### config.mk
export PLATFORM = sky130hd
export DESIGN_NAME = ps2_rx_flat
export DESIGN_NICKNAME = d
export VERILOG_FILES = /design/src/rtl/ps2_rx_if.sv /design/src/rtl/ps2_rx.sv /design/src/flat_wrapper.sv
export SDC_FILE = /design/constraint.sdc
export NUM_CORES = 1
export LEC_CHECK = 0
export BUFFER_PORTS_ARGS = -buffer_cell sky130_fd_sc_hd__clkbuf_2
export CAP_MARGIN = 20
export CORE_UTILIZATION = 32
export DETAILED_ROUTE_END_ITERATION = 7
export HOLD_SLACK_MARGIN = 0.08
export PLACE_DENSITY = 0.55
export SETUP_SLACK_MARGIN = 0.05
export SYNTH_ARGS = -nofsm -noshare
export SYNTH_HDL_FRONTEND = slang
export SYNTH_SLANG_ARGS = --single-unit
### constraint.sdc
create_clock -name clk_i -period 2.2 [get_ports clk_i]
set_clock_uncertainty 0.1 [all_clocks]
set_input_delay 0.33 -clock clk_i [delete_from_list [all_inputs] [get_ports clk_i]]
set_output_delay 0.33 -clock clk_i [all_outputs]
set_load 0.02 [all_outputs]
### src/rtl/ps2_rx_if.sv
// Receiver-to-consumer handshake: received byte, done/error pulses and the enable back.
interface ps2_rx_if;
    logic       rx_en;
    logic [7:0] rx_data;
    logic       rx_done_tick;
    logic       frame_err;

    // Receiver side drives the byte and the pulses.
    modport master (
        input  rx_en,
        output rx_data,
        output rx_done_tick,
        output frame_err
    );

    // Consumer side (e.g. keyboard_ctl) drives the enable.
    modport slave (
        output rx_en,
        input  rx_data,
        input  rx_done_tick,
        input  frame_err
    );
endinterface

### src/rtl/ps2_rx.sv
// PS/2 device-to-host receiver: 2-FF synchronisers, ps2_clk deglitch filter,
// 11-bit frame deserialiser with odd-parity/stop check and mid-frame timeout.
module ps2_rx #(
    parameter int unsigned FILTER_LEN     = 8,
    parameter int unsigned TIMEOUT_CYCLES = 10000
) (
    input  logic     clk_i,
    input  logic     rst_ni,
    input  logic     ps2_clk_i,
    input  logic     ps2_data_i,
    ps2_rx_if.master rx_if
);

    localparam int unsigned TmoW = (TIMEOUT_CYCLES > 2) ? $clog2(TIMEOUT_CYCLES) : 1;

    typedef enum logic [1:0] {StIdle, StData, StParity, StStop} state_e;

    logic [1:0]      clk_sync_q;
    logic [1:0]      data_sync_q;
    logic            clk_s;
    logic            data_s;
    logic [7:0]      filt_cnt_q, filt_cnt_d;
    logic            filt_q, filt_d;
    logic            filt_prev_q;
    logic            fall;

    state_e          state_q;
    logic [2:0]      bit_cnt_q;
    logic [TmoW-1:0] tmo_q;
    logic [7:0]      shift_q;
    logic            parity_q;
    logic [7:0]      rx_data_q;
    logic            done_q;
    logic            err_q;

    assign clk_s  = clk_sync_q[1];
    assign data_s = data_sync_q[1];

    // Both lines see the same two-stage delay so data stays aligned with clock edges.
    always_ff @(posedge clk_i) begin
        if (!rst_ni) begin
            clk_sync_q  <= 2'b11;
            data_sync_q <= 2'b11;
        end else begin
            clk_sync_q  <= {clk_sync_q[0], ps2_clk_i};
            data_sync_q <= {data_sync_q[0], ps2_data_i};
        end
    end

    // Filtered clock follows the synchronised clock only after FILTER_LEN equal samples.
    always_comb begin
        filt_cnt_d = 8'd0;
        filt_d     = filt_q;
        if (clk_s != filt_q) begin
            if (filt_cnt_q == 8'(FILTER_LEN - 1)) begin
                filt_d = clk_s;
            end else begin
                filt_cnt_d = filt_cnt_q + 8'd1;
            end
        end
    end

    // Filter state and the delayed copy used for edge detection.
    always_ff @(posedge clk_i) begin
        if (!rst_ni) begin
            filt_cnt_q  <= 8'd0;
            filt_q      <= 1'b1;
            filt_prev_q <= 1'b1;
        end else begin
            filt_cnt_q  <= filt_cnt_d;
            filt_q      <= filt_d;
            filt_prev_q <= filt_q;
        end
    end

    assign fall = filt_prev_q & ~filt_q;

    // Frame FSM with timeout; done/error pulses are registered so they land one cycle after
    // the stop-bit edge.
    always_ff @(posedge clk_i) begin
        if (!rst_ni) begin
            state_q   <= StIdle;
            bit_cnt_q <= 3'd0;
            tmo_q     <= '0;
            shift_q   <= 8'h00;
            parity_q  <= 1'b0;
            rx_data_q <= 8'h00;
            done_q    <= 1'b0;
            err_q     <= 1'b0;
        end else begin
            done_q <= 1'b0;
            err_q  <= 1'b0;
            if (state_q == StIdle) begin
                tmo_q <= '0;
                if (fall && rx_if.rx_en && !data_s) begin
                    state_q   <= StData;
                    bit_cnt_q <= 3'd0;
                end
            end else if (fall) begin
                tmo_q <= '0;
                unique case (state_q)
                    StData: begin
                        shift_q   <= {data_s, shift_q[7:1]};
                        bit_cnt_q <= bit_cnt_q + 3'd1;
                        if (bit_cnt_q == 3'd7) begin
                            state_q <= StParity;
                        end
                    end
                    StParity: begin
                        parity_q <= data_s;
                        state_q  <= StStop;
                    end
                    StStop: begin
                        // Odd parity: data bits plus parity bit must hold an odd count of ones.
                        if (data_s && ((^shift_q) ^ parity_q)) begin
                            rx_data_q <= shift_q;
                            done_q    <= 1'b1;
                        end else begin
                            err_q <= 1'b1;
                        end
                        state_q <= StIdle;
                    end
                    default: state_q <= StIdle;
                endcase
            end else if (tmo_q == TmoW'(TIMEOUT_CYCLES - 1)) begin
                err_q   <= 1'b1;
                state_q <= StIdle;
                tmo_q   <= '0;
            end else begin
                tmo_q <= tmo_q + 1'b1;
            end
        end
    end

    assign rx_if.rx_data      = rx_data_q;
    assign rx_if.rx_done_tick = done_q;
    assign rx_if.frame_err    = err_q;

endmodule

### src/flat_wrapper.sv
// flat-port wrapper written by rule: the top's interface ports become plain ports
module ps2_rx_flat 
#(
    parameter int unsigned FILTER_LEN     = 8,
    parameter int unsigned TIMEOUT_CYCLES = 10000
)
  (clk_i, rst_ni, ps2_clk_i, ps2_data_i, rx_if_rx_en, rx_if_rx_data, rx_if_rx_done_tick, rx_if_frame_err);
  ps2_rx_if rx_if_i ();
  input  logic clk_i;
  input  logic rst_ni;
  input  logic ps2_clk_i;
  input  logic ps2_data_i;
  input wire logic [$bits(rx_if_i.rx_en)-1:0] rx_if_rx_en;
  output wire logic [$bits(rx_if_i.rx_data)-1:0] rx_if_rx_data;
  output wire logic [$bits(rx_if_i.rx_done_tick)-1:0] rx_if_rx_done_tick;
  output wire logic [$bits(rx_if_i.frame_err)-1:0] rx_if_frame_err;
  assign rx_if_i.rx_en = rx_if_rx_en;
  assign rx_if_rx_data = rx_if_i.rx_data;
  assign rx_if_rx_done_tick = rx_if_i.rx_done_tick;
  assign rx_if_frame_err = rx_if_i.frame_err;
  ps2_rx #(.FILTER_LEN(FILTER_LEN), .TIMEOUT_CYCLES(TIMEOUT_CYCLES)) u_core (.clk_i(clk_i), .rst_ni(rst_ni), .ps2_clk_i(ps2_clk_i), .ps2_data_i(ps2_data_i), .rx_if(rx_if_i));
endmodule
# Yosys cells after proc, flatten, opt, wreduce, memory -nomap -nowiden
# Index checks and enable logic that the tools add are counted.
dict set report totals {
  register_bits 52
  inputBits 5
  out_inout_bits 10
  word_cells 67
}
dict set report classes {
  add_sub_neg 3
  n_eq_ne 9
  muxes 15
  bitwise_logic 8
  reduce_logical 19
}
# cell n
set ops {}
lappend ops {{adder 14 x 1 -> 14 bit, second input constant} 1}
lappend ops {{== test 14 bit, second input constant} 1}
lappend ops {{2-to-1 mux 3 bit} 4}
lappend ops {{AND reduction 3 bit} 4}
lappend ops {{2-to-1 mux 2 bit} 5}
lappend ops {{adder 8 x 1 -> 8 bit, second input constant} 1}
lappend ops {{== test 8 x 3 -> 1 bit, second input constant} 1}
lappend ops {{OR reduction 4 bit} 2}
lappend ops {{parity 8 bit} 1}
lappend ops {{NOT 1 bit} 6}
lappend ops {{2-to-1 mux 1 bit} 5}
lappend ops {{== test 2 bit, second input constant} 2}
lappend ops {{!= test 4 bit, second input constant} 1}
lappend ops {{one-hot mux 2 bit (2 select lines)} 1}
lappend ops {{AND reduction 4 bit} 1}
lappend ops {{nonzero test 2 bit} 2}
lappend ops {{adder 3 x 1 -> 3 bit, second input constant} 1}
lappend ops {{== test 3 bit, second input constant} 1}
lappend ops {{logical AND 1 bit} 3}
lappend ops {{nonzero test 3 bit} 1}
lappend ops {{OR reduction 3 bit} 1}
lappend ops {{== test 2 x 1 -> 1 bit, second input constant} 1}
lappend ops {{zero test 2 bit} 1}
lappend ops {{!= test 2 bit, second input constant} 1}
lappend ops {{other kinds (6)} 6}

# Depth between registers and ports, before layout
dict set report logic_depth {
  word_depth 6
  ltp_mapped 7
  mapped_depth_nobuf 6
}

# Least setup slack after synthesis
# Ideal clock, no wire load.
dict set report synth_path {
  path_type {reg-to-reg}
  start {register u_core.tmo_q[5]}
  end {register u_core.tmo_q[11]}
  t_arrival_ns 1.639
  required_ns 1.985
  slack_ns 0.346
  path_stages_with_launch 6
  period_less_slack_ns 1.854
  path_cell_list {dfxtp_1 -> or4b_1 -> or4_4 -> nand3_4 -> buf_8 -> nor2_1}
}
dict set report synth_between {
  elab_chain_len 2
  word_cells_on_any_way 3
  cone_classes {add/sub (1); eq/ne (1); reduce/logical (1)}
}
# element line_no
set synth_rtl {}
lappend synth_rtl {{start, declared} ps2_rx.sv:29} ;# logic [TmoW-1:0] tmo_q;
lappend synth_rtl {{start signal, assigned} ps2_rx.sv:130} ;# tmo_q <= tmo_q + 1'b1;
lappend synth_rtl {{branches (longest 2 deep; another with adder 14 x 1 -> 14 bit)} --}
# Several ways; the timed one is not identified.
# A chain may end at the register's enable or synchronous reset.

# Worst setup path after layout
dict set report layout_path {
  start {register u_core.tmo_q[5]}
  end {register u_core.state_q[1]}
}
dict set report layout_between {
  elab_chain_len 3
}
# element line_no
set layout_rtl {}
lappend layout_rtl {{== test 14 bit} ps2_rx.sv:125} ;# end else if (tmo_q == TmoW'(TIMEOUT_CYCLES - 1)) begin
lappend layout_rtl {{nonzero test 3 bit (no source line)} --}
lappend layout_rtl {{AND reduction 3 bit (no source line)} --}
lappend layout_rtl {{end signal, assigned} ps2_rx.sv:121} ;# state_q <= StIdle;
lappend layout_rtl {{end signal, assigned} ps2_rx.sv:123} ;# default: state_q <= StIdle;
lappend layout_rtl {{end signal, assigned} ps2_rx.sv:127} ;# state_q <= StIdle;
lappend layout_rtl {{end, declared} ps2_rx.sv:27} ;# state_e state_q;
# No other way between the ends.

==> flow_metrics.tcl <==
set metrics [dict create \
    yosys_most_used_dff "sky130_fd_sc_hd__dfxtp_1" \
    seq_pwr_share_pct 59.0 \
    layout-drive-gt1-share_pct 11.7 \
    syn_area_mm2 0.00232 \
    synth_edf_count 0 \
    final_cell_area_mm2 0.00260 \
    yosysTopAreaCellShare_pct 44.9 \
    worst-slew-pin-transition_ps 435 \
    die_area_mm2 0.00759 \
    drv.max_cap_violation_count 0 \
    synth.lib_cells_used.distinct 36 \
    htree_levels 2 \
    fill_cells 723 \
    syn_inst 241 \
    drt-wirelength-per-cell_um 10.9 \
    finalHoldViolCount 0 \
    worst-endpoint-required_ps 2290 \
    crit_arrival_ps 2020 \
    setup_violations 0 \
    worstHoldPathCells 2 \
    io_buffer_count 14 \
    yosysSeqAreaShare_pct 44.9 \
    finalWirelength_um 3840 \
    clock_tree_from_tritoncts "built" \
    final_max_slew_viol_count 0 \
    timing.final.crit_period_ps 1940 \
    cts.hold.buffers_added 0 \
    clk_pin_slew_ps 90 \
    drc 0 \
    routabilityCongestion 0.734 \
    netSwitchingFraction_pct 20.0 \
    p_sw_mw 0.323 \
    detail_route.first_pass.iterations 4 \
    die_x_um 87.1 \
    final_util_pct 37.6 \
    power.density_cell_area_mw_per_mm2 623 \
    area_growth_syn_to_layout_pct 12.0 \
    min-delay-start "ps2_data_i" \
    setup_tns_final_ps 0 \
    first_pass_grt_wire_length_um 6820 \
    dr.first_iter.drc_count 60 \
    worstSkewPairLatency_ps 300 \
    instance_area_at_placement_mm2 0.00250 \
    number_of_warnings_issued_by_yosys 0 \
    num_rows 30 \
    synthArstFlopShare_pct 0 \
    place_hpwl_um 2730 \
    start_kind "flop" \
    slew_headroom_pct 70.4 \
    antenna_violating_nets_post_route 0 \
    ys_ff_latch 52 \
    cts-resized-gates 0 \
    grt_overflow 0 \
    power_leakage_nw 0.973 \
    layout_setup_ws_ps 264 \
    class_of_the_most_critical_hold_timing_path "primary input to flop" \
    cts_post_setup_buffers_inserted 0 \
    initial_utilization_pct 33.6 \
    grt_antenna_before_repair 0 \
    cts.path.max_buffers 2 \
    antennaDiodeCount 0 \
    path_class "flop to flop" \
    detailedPlace.worstSlack_ps 282 \
    clock-sinks 52 \
    syn_avg_cell_area_um2 9.62 \
    combPwrFrac_pct 3.0 \
    grt_pass1_vias 1517 \
    peakVddDrop_mv 0.283 \
    synthDominantAreaCellType "sky130_fd_sc_hd__dfxtp_1" \
    first_element_of_the_critical_path "u_core.tmo_q[5]$_SDFF_PP0_" \
    worstReg2RegStart "u_core.tmo_q[5]$_SDFF_PP0_" \
    status "finished, final reports clean" \
    rsz0062_at_grt "false" \
    grt_max_degree 24 \
    clockPowerShare_pct 38.1 \
    die_height_um 87.1 \
    num_vias 1593 \
    cts-root-buf "sky130_fd_sc_hd__clkbuf_8" \
    design.core.area_mm2 0.00691 \
    synth.top_cells.by_area "sky130_fd_sc_hd__dfxtp_1, sky130_fd_sc_hd__mux2i_1, sky130_fd_sc_hd__ha_1" \
    cts_buffers 5 \
    post_syn_nets 255 \
    power_report.internal_total_mw 1.29 \
    placedCellCount 347 \
    path_depth_of_the_worst_reg2reg_path 4 \
    clock.fmax_mhz 517 \
    detail_route.vias_per_cell 4.51 \
    grt_overall_usage_pct 11.6 \
    maximum_fanout_along_the_worst_path 5 \
    fin_crit_sh_pct 88.0 \
    layoutNonFillerInstCount 353 \
    endpoint_kind "flop" \
    io_pins 15 \
    final_nets 272 \
]
-- critical path, stage by stage (launching register included) --
cell,delay (ps)
sky130_fd_sc_hd__dfxtp_1,370
sky130_fd_sc_hd__or4b_1,520
sky130_fd_sc_hd__or4_4,570
sky130_fd_sc_hd__a21boi_0,170
sky130_fd_sc_hd__o21ai_0,90
-- per-layer routing --
layer | part of all wire (%) | track usage, % | vias up
met4 | 1.3 | 3.87 | 0
met1 | 52 | 14.3 | 726
li1 | - | - | 843
met2 | 44 | 19.0 | 19
met3 | 2.6 | 3.70 | 5
met5 | 0 | 0 | -
-- through the flow --
| step | power, mW | hold WS (ps) |
|---|---|---|
| floorplan | 1.01 | 286 |
| global placement | 1.02 | 291 |
| detailed placement | 1.02 | 298 |
| CTS | 1.65 | 109 |
| global route | 1.69 | 104 |
| finish | 1.62 | 116 |
-- layout by cell type (no fill, tap or decap), types with 2 or more instances in the layout --
cell and instances:
sky130_fd_sc_hd__nor2_1 25, sky130_fd_sc_hd__nor2b_1 14, sky130_fd_sc_hd__and3_1 2, sky130_fd_sc_hd__a21boi_0 3, sky130_fd_sc_hd__nand2_1 27, sky130_fd_sc_hd__a22oi_1 2, sky130_fd_sc_hd__xnor3_1 2, sky130_fd_sc_hd__and4_1 2
sky130_fd_sc_hd__nor3_1 6, sky130_fd_sc_hd__inv_1 6, sky130_fd_sc_hd__nand3_1 11, sky130_fd_sc_hd__a21oi_1 3, sky130_fd_sc_hd__xor2_1 10, sky130_fd_sc_hd__clkbuf_8 5, sky130_fd_sc_hd__nand4b_1 2, sky130_fd_sc_hd__nand4_1 5
sky130_fd_sc_hd__xnor2_1 12, sky130_fd_sc_hd__clkbuf_2 14, sky130_fd_sc_hd__dfxtp_1 52, sky130_fd_sc_hd__mux2i_1 18, sky130_fd_sc_hd__buf_4 4, sky130_fd_sc_hd__o21ai_0 2, sky130_fd_sc_hd__nand2b_1 7, sky130_fd_sc_hd__ha_1 9
-- final timing paths --
path                                            to  slack, ps
setup / recovery    u_core.state_q[1]$_SDFFE_PN0P_        260
hold / removal    u_core.data_sync_q[0]$_SDFF_PN1_        120
setup reg to reg    u_core.state_q[1]$_SDFFE_PN0P_        260
hold reg to reg    u_core.clk_sync_q[1]$_SDFF_PN1_        310
-- layout make-up --
class,count,area (um^2),share of cell area [%]
Timing Repair Buffer,18,100,3.86
Clock buffer,5,68.8,2.65
Inverter,6,22.5,0.867
Clock inverter,1,30.0,1.16
Multi-Input combinational cell,175,1210,46.7
Tap cell,96,120,4.63
Sequential cell,52,1040,40.1
-- synth_stat cells, types with 6 or more instances --
cell type / instances
sky130_fd_sc_hd__nand2_1: 27
sky130_fd_sc_hd__inv_1: 6
sky130_fd_sc_hd__nor2b_1: 14
sky130_fd_sc_hd__xnor2_1: 12
sky130_fd_sc_hd__clkbuf_1: 7
sky130_fd_sc_hd__ha_1: 9
sky130_fd_sc_hd__nor3_1: 6
sky130_fd_sc_hd__nand2b_1: 7
sky130_fd_sc_hd__xor2_1: 10
sky130_fd_sc_hd__nand3_1: 11
sky130_fd_sc_hd__mux2i_1: 18
sky130_fd_sc_hd__dfxtp_1: 52
sky130_fd_sc_hd__nor2_1: 25
-- power by group through the flow --
stage	clock network, mW	logic (mW)	registers (mW)
2_1_floorplan	0	0.0389	0.974
4_1_cts	0.646	0.0493	0.953
5_1_grt	0.684	0.0546	0.954
6_report	0.616	0.0477	0.953
3_5_place_dp	0	0.0488	0.976
3_3_place_gp	0	0.0487	0.976
-- sequential cells by signal, indices dropped and copies added (netlist names), 2 cells and up --
signal and flops:
u_core.data_sync_q 2, u_core.state_q 2, u_core.rx_if.rx_data 8, u_core.clk_sync_q 2
u_core.shift_q 8, u_core.bit_cnt_q 3, u_core.tmo_q 14, u_core.filt_cnt_q 8
-- logic make-up after synthesis --
kind of cell	share of synthesized area [%]
simple gates	25.0
compound gates	2.97
buf+inv	2.75
flops	44.9
mux	9.23
fa+ha+maj	4.86
xor+xnor	10.3
Note: power is estimated with default switching activity, not from simulation.
